$ cat src/rtl/ahb_pkg.sv
// Shared AHB codes, arbiter state enum and burst-length helper.
// Imported by ahb_rr_pick and ahb_arbiter.
package ahb_pkg;

  typedef enum logic [1:0] {
    TR_IDLE   = 2'b00,
    TR_BUSY   = 2'b01,
    TR_NONSEQ = 2'b10,
    TR_SEQ    = 2'b11
  } htrans_e;

  typedef enum logic [2:0] {
    BU_SINGLE = 3'b000,
    BU_INCR   = 3'b001,
    BU_WRAP4  = 3'b010,
    BU_INCR4  = 3'b011,
    BU_WRAP8  = 3'b100,
    BU_INCR8  = 3'b101,
    BU_WRAP16 = 3'b110,
    BU_INCR16 = 3'b111
  } hburst_e;

  typedef enum logic [1:0] {
    RS_OKAY  = 2'b00,
    RS_ERROR = 2'b01,
    RS_RETRY = 2'b10,
    RS_SPLIT = 2'b11
  } hresp_e;

  typedef enum logic [1:0] {
    ST_ARB    = 2'b00,
    ST_BURST  = 2'b01,
    ST_LOCKED = 2'b10
  } arb_state_e;

  function automatic logic [4:0] burst_len(logic [2:0] b);
    case (b)
      3'b010, 3'b011: burst_len = 5'd4;
      3'b100, 3'b101: burst_len = 5'd8;
      3'b110, 3'b111: burst_len = 5'd16;
      default:        burst_len = 5'd1;
    endcase
  endfunction

endpackage

$ cat src/rtl/ahb_rr_pick.sv
// Round-robin picker: first set req bit after 'last', wrapping to 'last'.
// Ports: req (requests), last (current owner) -> winner (index), any.
module ahb_rr_pick
  import ahb_pkg::*;
#(
  parameter int N  = 4,
  parameter int MW = $clog2(N)
) (
  input  logic [N-1:0]  req,
  input  logic [MW-1:0] last,
  output logic [MW-1:0] winner,
  output logic          any
);

  always_comb begin
    int k;
    logic [MW-1:0] kk;
    k      = 0;
    kk     = '0;
    winner = '0;
    any    = 1'b0;
    for (int i = 1; i <= N; i++) begin
      k  = (int'(last) + i) % N;
      kk = MW'(k);
      if (!any && req[kk]) begin
        any    = 1'b1;
        winner = kk;
      end
    end
  end

endmodule

$ cat src/rtl/ahb_arbiter.sv
// Central AHB arbiter: round-robin grant, burst/lock aware, RETRY/SPLIT rearb.
// Ports: HCLK, HRESETn, HBUSREQ, HLOCK, HTRANS, HBURST, HREADY, HRESP, HSPLIT
//   -> HGRANT, HMASTER, HMASTLOCK. Macro AHB_ARB_SPLIT_EN enables split masking.
module ahb_arbiter
  import ahb_pkg::*;
#(
  parameter int   NUM_MASTERS    = 4,
  parameter int   DEFAULT_MASTER = 0,
  localparam int  MW             = $clog2(NUM_MASTERS)
) (
  input  logic                   HCLK,
  input  logic                   HRESETn,
  input  logic [NUM_MASTERS-1:0] HBUSREQ,
  input  logic [NUM_MASTERS-1:0] HLOCK,
  input  logic [1:0]             HTRANS,
  input  logic [2:0]             HBURST,
  input  logic                   HREADY,
  input  logic [1:0]             HRESP,
  input  logic [NUM_MASTERS-1:0] HSPLIT,
  output logic [NUM_MASTERS-1:0] HGRANT,
  output logic [MW-1:0]          HMASTER,
  output logic                   HMASTLOCK
);

  localparam logic [MW-1:0] DEF_IDX = MW'(DEFAULT_MASTER);
  localparam logic [NUM_MASTERS-1:0] DEF_GNT =
    NUM_MASTERS'(1) << DEFAULT_MASTER;

  arb_state_e state_q, state_d;
  logic [MW-1:0] gidx_q, gidx_d, pick, win;
  logic [4:0] bl_q, bl_d, bl_nx;
  logic [NUM_MASTERS-1:0] split_mask, elig, grant_d;
  logic any, lock_req, retry, rearb_ok;

  assign elig     = HBUSREQ & ~split_mask;
  assign lock_req = HLOCK[gidx_q] & HBUSREQ[gidx_q];
  // Second cycle of RETRY/SPLIT: both codes have HRESP[1] set.
  assign retry    = HREADY & HRESP[1];

  ahb_rr_pick #(.N(NUM_MASTERS), .MW(MW)) u_pick (
    .req    (elig),
    .last   (gidx_q),
    .winner (pick),
    .any    (any)
  );

  assign win = any ? pick : DEF_IDX;

  always_comb begin
    bl_d = bl_q;
    if (HREADY) begin
      case (HTRANS)
        TR_NONSEQ: bl_d = burst_len(HBURST) - 5'd1;
        TR_SEQ:    bl_d = (bl_q == 5'd0) ? 5'd0 : bl_q - 5'd1;
        default:   bl_d = bl_q;
      endcase
    end
  end

  assign bl_nx    = retry ? 5'd0 : bl_d;
  assign rearb_ok = HREADY & (bl_d <= 5'd1) & ~lock_req;

  always_comb begin
    gidx_d = gidx_q;
    if (rearb_ok || retry) gidx_d = win;
    grant_d = '0;
    grant_d[gidx_d] = 1'b1;
  end

  always_comb begin
    state_d = state_q;
    if (retry) begin
      state_d = ST_ARB;
    end else if (HREADY) begin
      if (lock_req) begin
        state_d = ST_LOCKED;
      end else begin
        case (state_q)
          ST_ARB:
            if (HTRANS == TR_NONSEQ && bl_d > 5'd1) state_d = ST_BURST;
          ST_BURST:
            if (bl_d <= 5'd1) state_d = ST_ARB;
          ST_LOCKED:
            if (!HLOCK[gidx_q]) state_d = ST_ARB;
          default:
            state_d = ST_ARB;
        endcase
      end
    end
  end

  always_ff @(posedge HCLK or negedge HRESETn) begin
    if (!HRESETn) begin
      state_q   <= ST_ARB;
      gidx_q    <= DEF_IDX;
      bl_q      <= 5'd0;
      HGRANT    <= DEF_GNT;
      HMASTER   <= DEF_IDX;
      HMASTLOCK <= 1'b0;
    end else if (HREADY) begin
      state_q   <= state_d;
      gidx_q    <= gidx_d;
      bl_q      <= bl_nx;
      HGRANT    <= grant_d;
      HMASTER   <= gidx_q;
      HMASTLOCK <= HLOCK[gidx_q];
    end
  end

`ifdef AHB_ARB_SPLIT_EN
  logic [NUM_MASTERS-1:0] split_set;

  always_comb begin
    split_set = '0;
    if (HREADY && HRESP == RS_SPLIT) split_set[gidx_q] = 1'b1;
  end

  // Resume clear wins over a same-edge set.
  always_ff @(posedge HCLK or negedge HRESETn) begin
    if (!HRESETn) split_mask <= '0;
    else          split_mask <= (split_mask | split_set) & ~HSPLIT;
  end
`else
  logic unused_split;
  assign split_mask   = '0;
  assign unused_split = ^{HSPLIT, HRESP[0]};
`endif

endmodule

$ cat config.mk
export PLATFORM = sky130hd
export DESIGN_NAME = ahb_arbiter
export DESIGN_NICKNAME = d
export VERILOG_FILES = /design/src/rtl/ahb_pkg.sv /design/src/rtl/ahb_rr_pick.sv /design/src/rtl/ahb_arbiter.sv
export SDC_FILE = /design/constraint.sdc
export NUM_CORES = 1
export LEC_CHECK = 0
export CAP_MARGIN = 20
export CORE_MARGIN = 2
export CORE_UTILIZATION = 35
export CTS_CLUSTER_DIAMETER = 50
export CTS_CLUSTER_SIZE = 14
export DETAILED_ROUTE_END_ITERATION = 10
export GPL_TIMING_DRIVEN = 0
export PLACE_DENSITY = 0.75
export SLEW_MARGIN = 20
export SYNTH_ARGS = -nofsm -noshare
export SYNTH_HDL_FRONTEND = slang
export SYNTH_HIERARCHICAL = 1
export SYNTH_SLANG_ARGS = --single-unit
export TNS_END_PERCENT = 30
$ cat constraint.sdc
create_clock -name HCLK -period 5.9 [get_ports HCLK]
set_clock_uncertainty 0.1 [all_clocks]
set_input_delay 0.59 -clock HCLK [delete_from_list [all_inputs] [get_ports HCLK]]
set_output_delay 0.59 -clock HCLK [all_outputs]
set_load 0.01 [all_outputs]
==> flow_summary_export.csv, run 1 <==
group,metric,value,unit
floorplanning,core,2522,µm²
grt,antenna_found_initial,0,
hold_path,hp-class,"flip-flop to flip-flop",
grt,grt_max_degree,15,
grt,overflow,0,
critical_path,startpoint_type,"input port",
sta,rsz0062_at_grt,"false",
clock_tree,postCtsSetupRepairBufs,0,
clock_tree,numCtsBuffers,3,
yosys,synth-compound-area-share,24.97,%
floorplanning,dieArea,3123,µm²
layout,fin_cells,151,
clock_tree,cts_resized,0,
layout,final_cell_mix,"21 x clkdlybuf4s50_1, 13 x dfrtp_1, 9 x a21oi_1",
drt,drtIter0Drc,41,
critical_path,end_kind,"flip-flop",
drt,drc_errors,0,
sta,relSlewSlack,59.90,%
layout,num-nets-final,145,
yosys,ys_types,37,
grt,grt_usage,14.97,%
floorplanning,initial_core_util,37.35,%
drt,drt-total-wl,2116,µm
yosys,synthArstFlopShare,100.0,%
clock_tree,cts_tree,"done",
layout,drive_above_1_share,14.05,%
drt,via_count,857,
clock_tree,ctsRootBufferMaster,"clkbuf_4",
layout,final_util,48.61,%
place,place_congestion,0.8042,
yosys,muxShareOfSynthArea,13.94,%
clock_tree,insertion_delay,0.28,ns
place,dpl_cell_area,1190,µm²
drt,drtAntennaViolNets,0,
sta,setup_tns,0,ns
critical_path,path_max_fanout,7,
critical_path,worst_ep_arrival_time,2.63,ns
clock_tree,ctsHoldBuffers,0,
sta,report.final.setup_viol,0,
clock_tree,cts_sinks,14,
pwr,vdd_drop_max,243.3,µV
sta,period_share,43.41,%
floorplanning,die_h,55.89,µm
layout,fill_cells,240,
place,dpl.cell_count,147,
hold_path,min_from,"HMASTER[0]",
yosys,synthXorXnorAreaFrac,0,%
floorplanning,num_rows,18,
layout,area_growth,30.15,%
sta,period_needed,2.561,ns
drt,viasPerCell,5.675,
clock_tree,path_clk_slew,0.08,ns
floorplanning,ioPinCount,29,
drt,wire_per_inst,14.01,µm
critical_path,critPathRequiredTime,5.97,ns
yosys,ys_warn_count,6,
yosys,synth_top_family_by_area,"compound AO/OA/AOI/OAI gates",
place,place_hpwl,1590,µm
grt,grt_pass1_wl,3795,µm
sta,final_hold_viol_count,0,
pwr,power.density,365.7,nW/µm²
layout,layout_commonest_cell,"clkdlybuf4s50_1",
clock_tree,cts_max_path_buffers,2,
yosys,avgSynthCellArea,9.814,µm²
layout,final_area,1226,µm²
yosys,synth_edf_count,0,
outcome,status,"completed",
floorplanning,die-width,55.89,µm
yosys,synth-simple-area-share,17.53,%
drt,first_pass_iters,4,
clock_tree,cts_max_level,1,
sta,drv_slew,0,
sta,tightest_slew,0.5996,ns
yosys,syn-cell-area,942.2,µm²
yosys,ys_seq_area_share,37.32,%
critical_path,crit-reg2reg-launch,"bl_q[0]",
yosys,syn_inst,96,
yosys,synth-seq-cells,14,
layout,antenna_cells,0,
grt,grt_pass1_vias,879,
yosys,syn-num-nets,119,
place,io_buffers,21,
sta,whs,0.4095,ns
critical_path,cp-startpoint,"HTRANS[1]",
sta,clock.fmax,390.4,MHz
pwr,p_leak,0.0005074,µW
yosys,synth-adder-area-share,1.328,%
critical_path,criticalPathCategory,"input port to flip-flop",
run,max-cap-violations,0,
yosys,synth_flop_cell,"dfrtp_1",
## cell type report
type                    count  area, µm²  area share (%)
multi-input cells          72      544.3           44.39
well taps                  30      37.54           3.061
inverters                   7      26.28           2.143
plain buffers               3      20.02           1.633
clock buffers               4      36.28           2.959
flip-flops and latches     14      351.6           28.67
repair buffers             21      210.2           17.14
## registers in the layout (all words and copies together), names as in the netlist
signal and count:
HGRANT 4, gidx_q 2, HMASTLOCK 1, bl_q 5, HMASTER 2
## through the flow
stage                     setup WS [ns]  total power, µW
after global placement            3.150            378.7
after CTS                         3.346            454.3
final                             3.339            448.4
after floorplan                   3.758            295.5
after detailed placement          3.053            383.6
after global routing              3.237            487.0
## cells by family after synthesis
logic type | after synthesis
AOI/OAI and AO/OA | 31
adders and majority gates | 1
buffers and inverters | 10
DFF | 14
muxes | 10
and+or+nand+nor | 30
## cells in the mapped netlist, types with 2 or more instances
cell	n	area, µm²
nand2b_1	7	43.79
a221oi_1	4	35.03
o22ai_1	2	12.51
nand2_1	5	18.77
inv_1	7	26.28
o21a_1	3	22.52
mux4_2	2	45.04
a21oi_1	9	45.04
dfrtp_1	13	325.3
mux2_1	2	22.52
and2_1	3	18.77
mux2_2	3	33.78
o21ai_0	3	15.01
mux2i_1	3	30.03
nor2_1	7	26.28
o211a_1	2	20.02
## routing by layer
metal	wire length (µm)	vias to the layer above	part of all wire (%)	track usage, %
met1	921	427	44	18.00
met5	0	-	0	0
met4	30	0	1.4	4.082
met2	1050	20	50	26.02
met3	113	4	5.3	4.419
li1	-	406	-	-
## final timing paths
check,endpoint,slack [ns],cells past startpoint
setup / recovery,gidx_q[0],3.34,6
hold / removal,HMASTER[0],0.41,1
setup reg to reg,gidx_q[0],3.63,7
hold reg to reg,HMASTER[0],0.41,1
max in group asynchronous,HGRANT[3],4.73,1
min in group asynchronous,HMASTER[1],0.58,1
## report_power, final
| group | switching (µW) | internal, µW | leakage, µW |
|---|---|---|---|
| clock network | 31.1 | 37.6 | 0.0000210 |
| logic | 91.3 | 126 | 0.000312 |
| registers | 32.1 | 131 | 0.000174 |
| total | 155 | 294 | 0.000507 |
## worst max-delay path, stage by stage
cell             delay [ns]
clkdlybuf4s50_1        0.63
nand2_1                0.18
o311ai_1               0.42
o211a_1                0.23
a32o_2                 0.25
mux2_1                 0.34
(Power assumes the default switching activity.)
==> run 2, diff against run 1 <==
==> constraint.sdc (replaced) <==
create_clock -name HCLK -period 2.4 [get_ports HCLK]
set_clock_uncertainty 0.1 [all_clocks]
set_input_delay 0.24 -clock HCLK [delete_from_list [all_inputs] [get_ports HCLK]]
set_output_delay 0.24 -clock HCLK [all_outputs]
set_load 0.01 [all_outputs]
==> run 2 against run 1 <==
Clock-buffer cell count stayed put. Combinational power increased by 150%. Highest routed layer unchanged. Die area stayed put. First-iteration DRC count decreased by 15%. Power up 150%. Largest power group unchanged.
==> flow_summary_export.csv, run 2 (synthesized netlist as in run 1, its figures left out) <==
group,metric,value,unit
sta,period_share,93.74,%
hold_path,hp-class,"input port to async pin",
floorplanning,dieArea,3123,µm²
place,io_buffers,21,
grt,grt_pass1_wl,3795,µm
clock_tree,numCtsBuffers,3,
layout,top_regs,"bl_q x5, HGRANT x4",
drt,viasPerCell,5.669,
sta,clock.fmax,444.5,MHz
sta,drv_slew,0,
grt,antenna_found_initial,0,
layout,area_growth,31.21,%
clock_tree,path_clk_slew,0.08,ns
layout,antenna_cells,0,
grt,grt_usage,14.97,%
layout,layout_commonest_cell,"clkdlybuf4s50_1",
grt,grt_pass1_vias,879,
clock_tree,cts_sinks,14,
sta,timing.final.ws_setup,0.1503,ns
floorplanning,ioPinCount,29,
clock_tree,ctsRootBufferMaster,"clkbuf_4",
pwr,vdd_drop_max,598.5,µV
floorplanning,core,2522,µm²
layout,final_cell_mix,"21 x clkdlybuf4s50_1, 13 x dfrtp_1, 9 x a21oi_1",
drt,drc_errors,0,
sta,tightest_slew,0.5939,ns
floorplanning,num_rows,18,
place,place_congestion,0.8042,
pwr,power.density,894.7,nW/µm²
drt,drtAntennaViolNets,0,
layout,largest_reg_flops,5,
run,max-cap-violations,0,
sta,final_hold_viol_count,0,
sta,whs,0.2255,ns
critical_path,critPathRequiredTime,2.47,ns
sta,relSlewSlack,60.28,%
outcome,status,"completed",
place,dpl_cell_area,1190,µm²
grt,grt_max_degree,15,
drt,via_count,856,
layout,num-nets-final,145,
sta,period_needed,2.250,ns
critical_path,worst_ep_arrival_time,2.32,ns
floorplanning,die_h,55.89,µm
sta,report.final.setup_viol,0,
floorplanning,die-width,55.89,µm
grt,overflow,0,
drt,first_pass_iters,4,
clock_tree,cts_tree,"done",
pwr,p_leak,0.0005083,µW
sta,rsz0062_at_grt,"false",
layout,max_flop_register,"bl_q",
clock_tree,cts_max_level,1,
layout,drive_above_1_share,14.05,%
place,place_hpwl,1590,µm
critical_path,startpoint_type,"flip-flop",
critical_path,path_max_fanout,6,
drt,drtIter0Drc,35,
drt,drt-total-wl,2090,µm
clock_tree,insertion_delay,0.28,ns
critical_path,criticalPathCategory,"flip-flop to flip-flop",
clock_tree,cts_max_path_buffers,2,
sta,setup_tns,0,ns
drt,wire_per_inst,13.84,µm
layout,final_area,1236,µm²
floorplanning,initial_core_util,37.35,%
place,place_ws,-0.09710,ns
critical_path,end_kind,"flip-flop",
run 2: cell count changes in the layout (fill, tap and decap cells not counted):
cell      change
o311ai_2      -1
o311ai_4      +1
run 2: what timing repair did:
action,CTS,global route
setup buffers,0,0
setup endpoints to repair,0,2
hold buffers,0,0
gates resized for setup,0,1
run 2: path summary, 6_finish.rpt:
check	startpoint	to	slack [ns]	cells after the start
max	bl_q[0]	gidx_q[0]	0.15	7
min	HRESETn	HMASTER[1]	0.23	1
max reg2reg	bl_q[0]	gidx_q[0]	0.15	7
min reg2reg	HMASTER[0]	HMASTER[0]	0.41	1
max in group asynchronous	HRESETn	HGRANT[3]	1.59	1
min in group HCLK	HREADY	HMASTLOCK	0.25	2
run 2: per-stage QoR:
stage / util, % / instances / power, µW
final: 49.01 / 151 / 1106
after global routing: 49.01 / 151 / 1201
after detailed placement: 47.17 / 147 / 943.0
after floorplan: - / 96 / 726.4
after CTS: 48.61 / 151 / 1117
after global placement: 47.17 / 147 / 930.9
run 2: area by class of cell:
| cell class | count | area, µm² |
|---|---|---|
| inverters | 7 | 26.28 |
| plain buffers | 3 | 20.02 |
| fillers | 240 | 1286 |
| flip-flops and latches | 14 | 351.6 |
| repair buffers | 21 | 210.2 |
| clock buffers | 4 | 36.28 |
| multi-input cells | 72 | 554.3 |
| well taps | 30 | 37.54 |
run 2: per-layer routing:
metal  global-route usage, %  wire [µm]
met2                   26.02       1055
met4                   4.082         30
met5                       0          0
met3                   4.419        102
met1                   18.00        903
run 2: worst max-delay path: stages (launching register included):
cell      delay, ns
dfrtp_1        0.42
inv_1          0.07
ha_1           0.16
nand2b_1       0.16
o311ai_1       0.40
o211a_1        0.23
a32o_2         0.25
mux2_1         0.34
run 2: power breakdown:
group	leakage, µW	switching, µW	internal [µW]
sequential	0.000174	79.3	322
clock	0.0000210	76.4	92.4
combinational	0.000313	227	310
==> run 3, diff against run 2 <==
--- a/config.mk
+++ b/config.mk
@@ -9,7 +9,6 @@
 export CORE_MARGIN = 2
 export CORE_UTILIZATION = 35
 export CTS_CLUSTER_DIAMETER = 50
-export CTS_CLUSTER_SIZE = 14
 export DETAILED_ROUTE_END_ITERATION = 10
 export GPL_TIMING_DRIVEN = 0
 export PLACE_DENSITY = 0.75
==> results of run 3 <==
Final layout, timing and power as in run 2 (identical DEF).
==> edit 1, RTL diff (config.mk and constraints of run 3) <==
Change the parameter `NUM_MASTERS` from 4 to 2.
--- a/src/rtl/ahb_arbiter.sv
+++ b/src/rtl/ahb_arbiter.sv
@@ -4,7 +4,7 @@
 module ahb_arbiter
   import ahb_pkg::*;
 #(
-  parameter int   NUM_MASTERS    = 4,
+  parameter int   NUM_MASTERS    = 2,
   parameter int   DEFAULT_MASTER = 0,
   localparam int  MW             = $clog2(NUM_MASTERS)
 ) (
Ports: changed (5 resized); port bits go from 29 to 20. The function was not compared with the original's and may differ.
==> edit 1 against run 3 <==
  * Highest routed layer unchanged
  * Total power shrank 57%
  * Routed wire length shrank 34%
  * Setup slack improved by 0.018 ns
  * Worst hold slack worse by 0.041 ns
  * Sequential cell count shrank 5
  * Area after synthesis down 32%
  * Design area fell by 32%
  * Die area down 30%
==> edit 1: results (changes against run 3) <==
- Pleak: 0.329 nW (-35%)
- Tap cells: 25 (-17%)
- Post-synthesis sequential area ratio: 35.1% (-2.2 points)
- Initial antenna violation count: 0 (unchanged)
- Vias per inst: 5.59 (-1.4%)
- DRT met1 WL: 652 µm (-28%)
- Slew @ Worst Pin: 0.446 ns (-0.148 ns)
- Number of diodes: 0 (unchanged)
- Buffer share of cell area: 18.6% (-0.050 points)
- Fill cells: 177 (-26%)
- Setup WS pre-CTS: 0.106 ns (+0.203 ns)
- Final net count: 103 (-29%)
- Number of global-route vias before repair: 579 (-34%)
- Port bufs: 14 (-33%)
- Signal inverters: 5 (-2)
- Layout cells sized above 1: 12.9% (-1.1 points)
- Met1 GRT Util: 15.1% (-2.9 points)
- Status: finished clean
- Via count: 615 (-28%)
- Routability congestion estimate from global placement: 0.819 (+1.8%)
- Most instantiated cells after synthesis: 8 x dfrtp_1, 6 x nand2_1, 5 x inv_1, 5 x nand2b_1, 5 x nor2_1
- Dominant cells by area after synthesis: dfrtp_1 31%, nand2b_1 4.9%, a2111oi_4 4.3%
- First-pass GRT wire length: 2.15 mm (-43%)
- Fraction of area in multi-input gates: 45.5% (+0.63 points)
- P_sw: 143 µW (-63%)
- GRT Overall Usage: 13.4% (-1.6 points)
- Sw frac: 30.1% (-4.5 points)
- Met2 usage: 25.5% (-0.54 points)
- Max Fanout on Critical Path: 4 (-2)
- DR iter-0 viols: 10 (-71%)
- Seq pwr: 197 µW (-51%)
- Syn_nets: 84 (-29%)
- Clock-pin transition on the worst setup and hold timing paths: 0.06 ns (-0.02 ns)
- Peak supply drop: 0.287 mV (-52%)
- Clk tree area frac: 3.12% (+0.19 points)
- Synth Instances: 67 (-30%)
- Storage element area: 226 µm² (-36%)
- Placed Instances: 106 (-28%)
- CTS Sinks: 9 (-5)
- Clk Latency, worst-skew pair: 0.25 ns (-0.03 ns)
- Placed cell areas: 816 µm² (-31%)
- Met3 wire len: 74 µm (-27%)
- Clock network power share: 23.1% (+7.8 points)
- Largest net degree at the start of global routing: 11 (-4)
- Area of the multi-input gates: 383 µm² (-31%)
- Post-DP HPWL: 1.08 mm (-32%)
- GR Layer Usage met3: 1.54% (-2.9 points)
- Min-Delay Path Class: in2async
- Routed len/inst: 12.6 µm (-9.0%)
- Non-CTS buffers: 17 (-29%)
- Met2 Routed Length: 655 µm (-38%)
- Synth cell types: 36 (-2.7%)
- Multi-input logic cell count: 50 (-31%)
-- edit 1: cell count changes after synthesis, moves of 3 or more --
cell,change
dfrtp_1,-5
a221oi_1,-3
mux2_2,-3
o21ai_0,-3
a21oi_1,-7
and2_1,-3
o21a_1,-3
-- edit 1: final timing paths --
check,startpoint,endpoint,slack [ns],depth (start not counted)
worst min register to register,HMASTER,HMASTER,0.39,1
worst max-delay path,bl_q[1],flop,0.17,7
min in group HCLK,HREADY,HGRANT[0],0.31,3
max in group asynchronous,HRESETn,HGRANT[0],1.70,1
worst max register to register,bl_q[1],flop,0.17,7
worst min-delay path,HRESETn,async pin,0.18,1
-- edit 1: cell families after synthesis --
| logic type | synth area share (%) |
|---|---|
| multiplexers | 4.85 |
| flip-flops | 35.1 |
| AND/OR/NAND/NOR | 21.2 |
| adder cells (fa/ha/maj) | 1.94 |
| buffers and inverters | 5.44 |
| AO/OA/AOI/OAI | 31.5 |
==> edit 2, RTL diff (flow settings as in run 3) <==
Without the edit above. Add a define of `AHB_ARB_SPLIT_EN`.
--- a/src/rtl/ahb_arbiter.sv
+++ b/src/rtl/ahb_arbiter.sv
@@ -1,6 +1,8 @@
 // Central AHB arbiter: round-robin grant, burst/lock aware, RETRY/SPLIT rearb.
 // Ports: HCLK, HRESETn, HBUSREQ, HLOCK, HTRANS, HBURST, HREADY, HRESP, HSPLIT
 //   -> HGRANT, HMASTER, HMASTLOCK. Macro AHB_ARB_SPLIT_EN enables split masking.
+`define AHB_ARB_SPLIT_EN
+
 module ahb_arbiter
   import ahb_pkg::*;
 #(
Check against the original RTL: not equivalent (a bounded check fails within 4 cycles, from zero or initial values and one cycle with HRESETn low).
==> edit 2 against run 3 <==
  * Design area rose by 35%
  * Routed wire length rose by 49%
  * Final cell count rose by 42%
  * Core utilization rose by 1.5 points
  * Area after synthesis rose by 28%
  * Largest cell class unchanged
  * Worst hold slack improved by 0.061 ns
  * Sequential cell count rose by 4
  * Synthesized cell count rose by 34%
  * The flow now finishes with violations (negative setup slack)
  * Setup slack got worse by 0.21 ns
  * Critical path type unchanged
  * Count of clock-buffer cells in the layout did not move
  * Total power rose by 24%
  * Global-route usage rose by 1.7 points
==> edit 2: results (changes against run 3) <==
- End of the critical path: gidx_q[1]
- Area of the multi-input gates: 742 µm² (+34%)
- DRT met1 WL: 1.31 mm (+45%)
- Most instantiated cells after synthesis: 17 x dfrtp_1, 11 x a21oi_1, 10 x nor2_1
- Area share of fa/ha/maj cells after synthesis: 1.04% (-0.29 points)
- Final worst-path setup slack: -0.0570 ns (-0.207 ns)
- Pleak: 0.685 nW (+35%)
- Post-CTS Resized: 3 (+3)
- Syn_nets: 152 (+28%)
- Peak supply drop: 0.472 mV (-21%)
- Vias per inst: 5.52 (-2.6%)
- Final net count: 193 (+33%)
- Largest net degree at the start of global routing: 19 (+4)
- Routability congestion estimate from global placement: 0.856 (+6.5%)
- CP max stage delay: 0.49 ns (+0.07 ns)
- Clk Latency, worst-skew pair: 0.30 ns (+0.02 ns)
- Met1 GRT Util: 19.9% (+1.9 points)
- Cell Int Power: 878 µW (+21%)
- Post-synthesis sequential area ratio: 37.5% (+0.21 points)
- WP data arrival: 2.58 ns (+0.26 ns)
- Multi-input logic cell count: 99 (+38%)
- GRT Overall Usage: 16.7% (+1.7 points)
- Fill cells: 325 (+35%)
- Setup violators final: 3 (+3)
- Met3 wire len: 113 µm (+11%)
- DR iter-0 viols: 69 (+97%)
- Placed cell areas: 0.00152 mm² (+28%)
- Failing checks: negative setup slack
- Post-CTS setup buffer count: 7 (+7)
- Met2 usage: 30.1% (+4.1 points)
- Status: finished with violations
- Max Fanout on Critical Path: 3 (-3)
- Non-CTS buffers: 41 (+71%)
- Port bufs: 26 (+24%)
- Dominant cells by area after synthesis: dfrtp_1 35%, nor2b_1 4.7%, a21oi_1 4.6%
- Regs by FF count: bl_q: 5 flops, HGRANT: 4 flops, split_mask: 4 flops
- Met2 Routed Length: 1.62 mm (+53%)
- Synthesized area: 0.00120 mm² (+28%)
- Synth Area in Compound Gates: 23.8% (-1.2 points)
- Total Neg Setup Slack: -0.118 ns (-0.118 ns)
- Sequential cell area share: 27.0% (-1.4 points)
- Routed len/inst: 14.5 µm (+4.8%)
- Final period util: 102% (+8.6 points)
- First-pass GRT wire length: 5.30 mm (+40%)
- GR Layer Usage met3: 1.98% (-2.4 points)
- Synth cell types: 45 (+22%)
- Clock-pin transition on the worst setup and hold timing paths: 0.11 ns (+0.03 ns)
- Number of global-route vias before repair: 1,169 (+33%)
- Final sequential cell count: 18 (+4)
edit 2: power groups by stage:
stage / combinational (mW) / clock [mW] / sequential (mW)
2_1_floorplan: 0.376 / 0 / 0.479
3_3_place_gp: 0.624 / 0 / 0.458
6_report: 0.725 / 0.189 / 0.454
3_5_place_dp: 0.637 / 0 / 0.465
5_1_grt: 0.790 / 0.214 / 0.471
4_1_cts: 0.679 / 0.193 / 0.456
edit 2: through the flow:
| step | instances | power, mW | hold slack, ns | setup WS (ns) | utilization [%] |
|---|---|---|---|---|---|
| floorplan | 129 | 0.855 | -0.156 | 0.00199 | - |
| global placement | 201 | 1.08 | 0.385 | -0.229 | 46.0 |
| detailed placement | 201 | 1.10 | 0.397 | -0.200 | 46.0 |
| CTS | 212 | 1.33 | 0.313 | 0.000639 | 49.0 |
| global route | 215 | 1.47 | 0.348 | -0.115 | 50.5 |
| finish | 215 | 1.37 | 0.286 | -0.0570 | 50.5 |
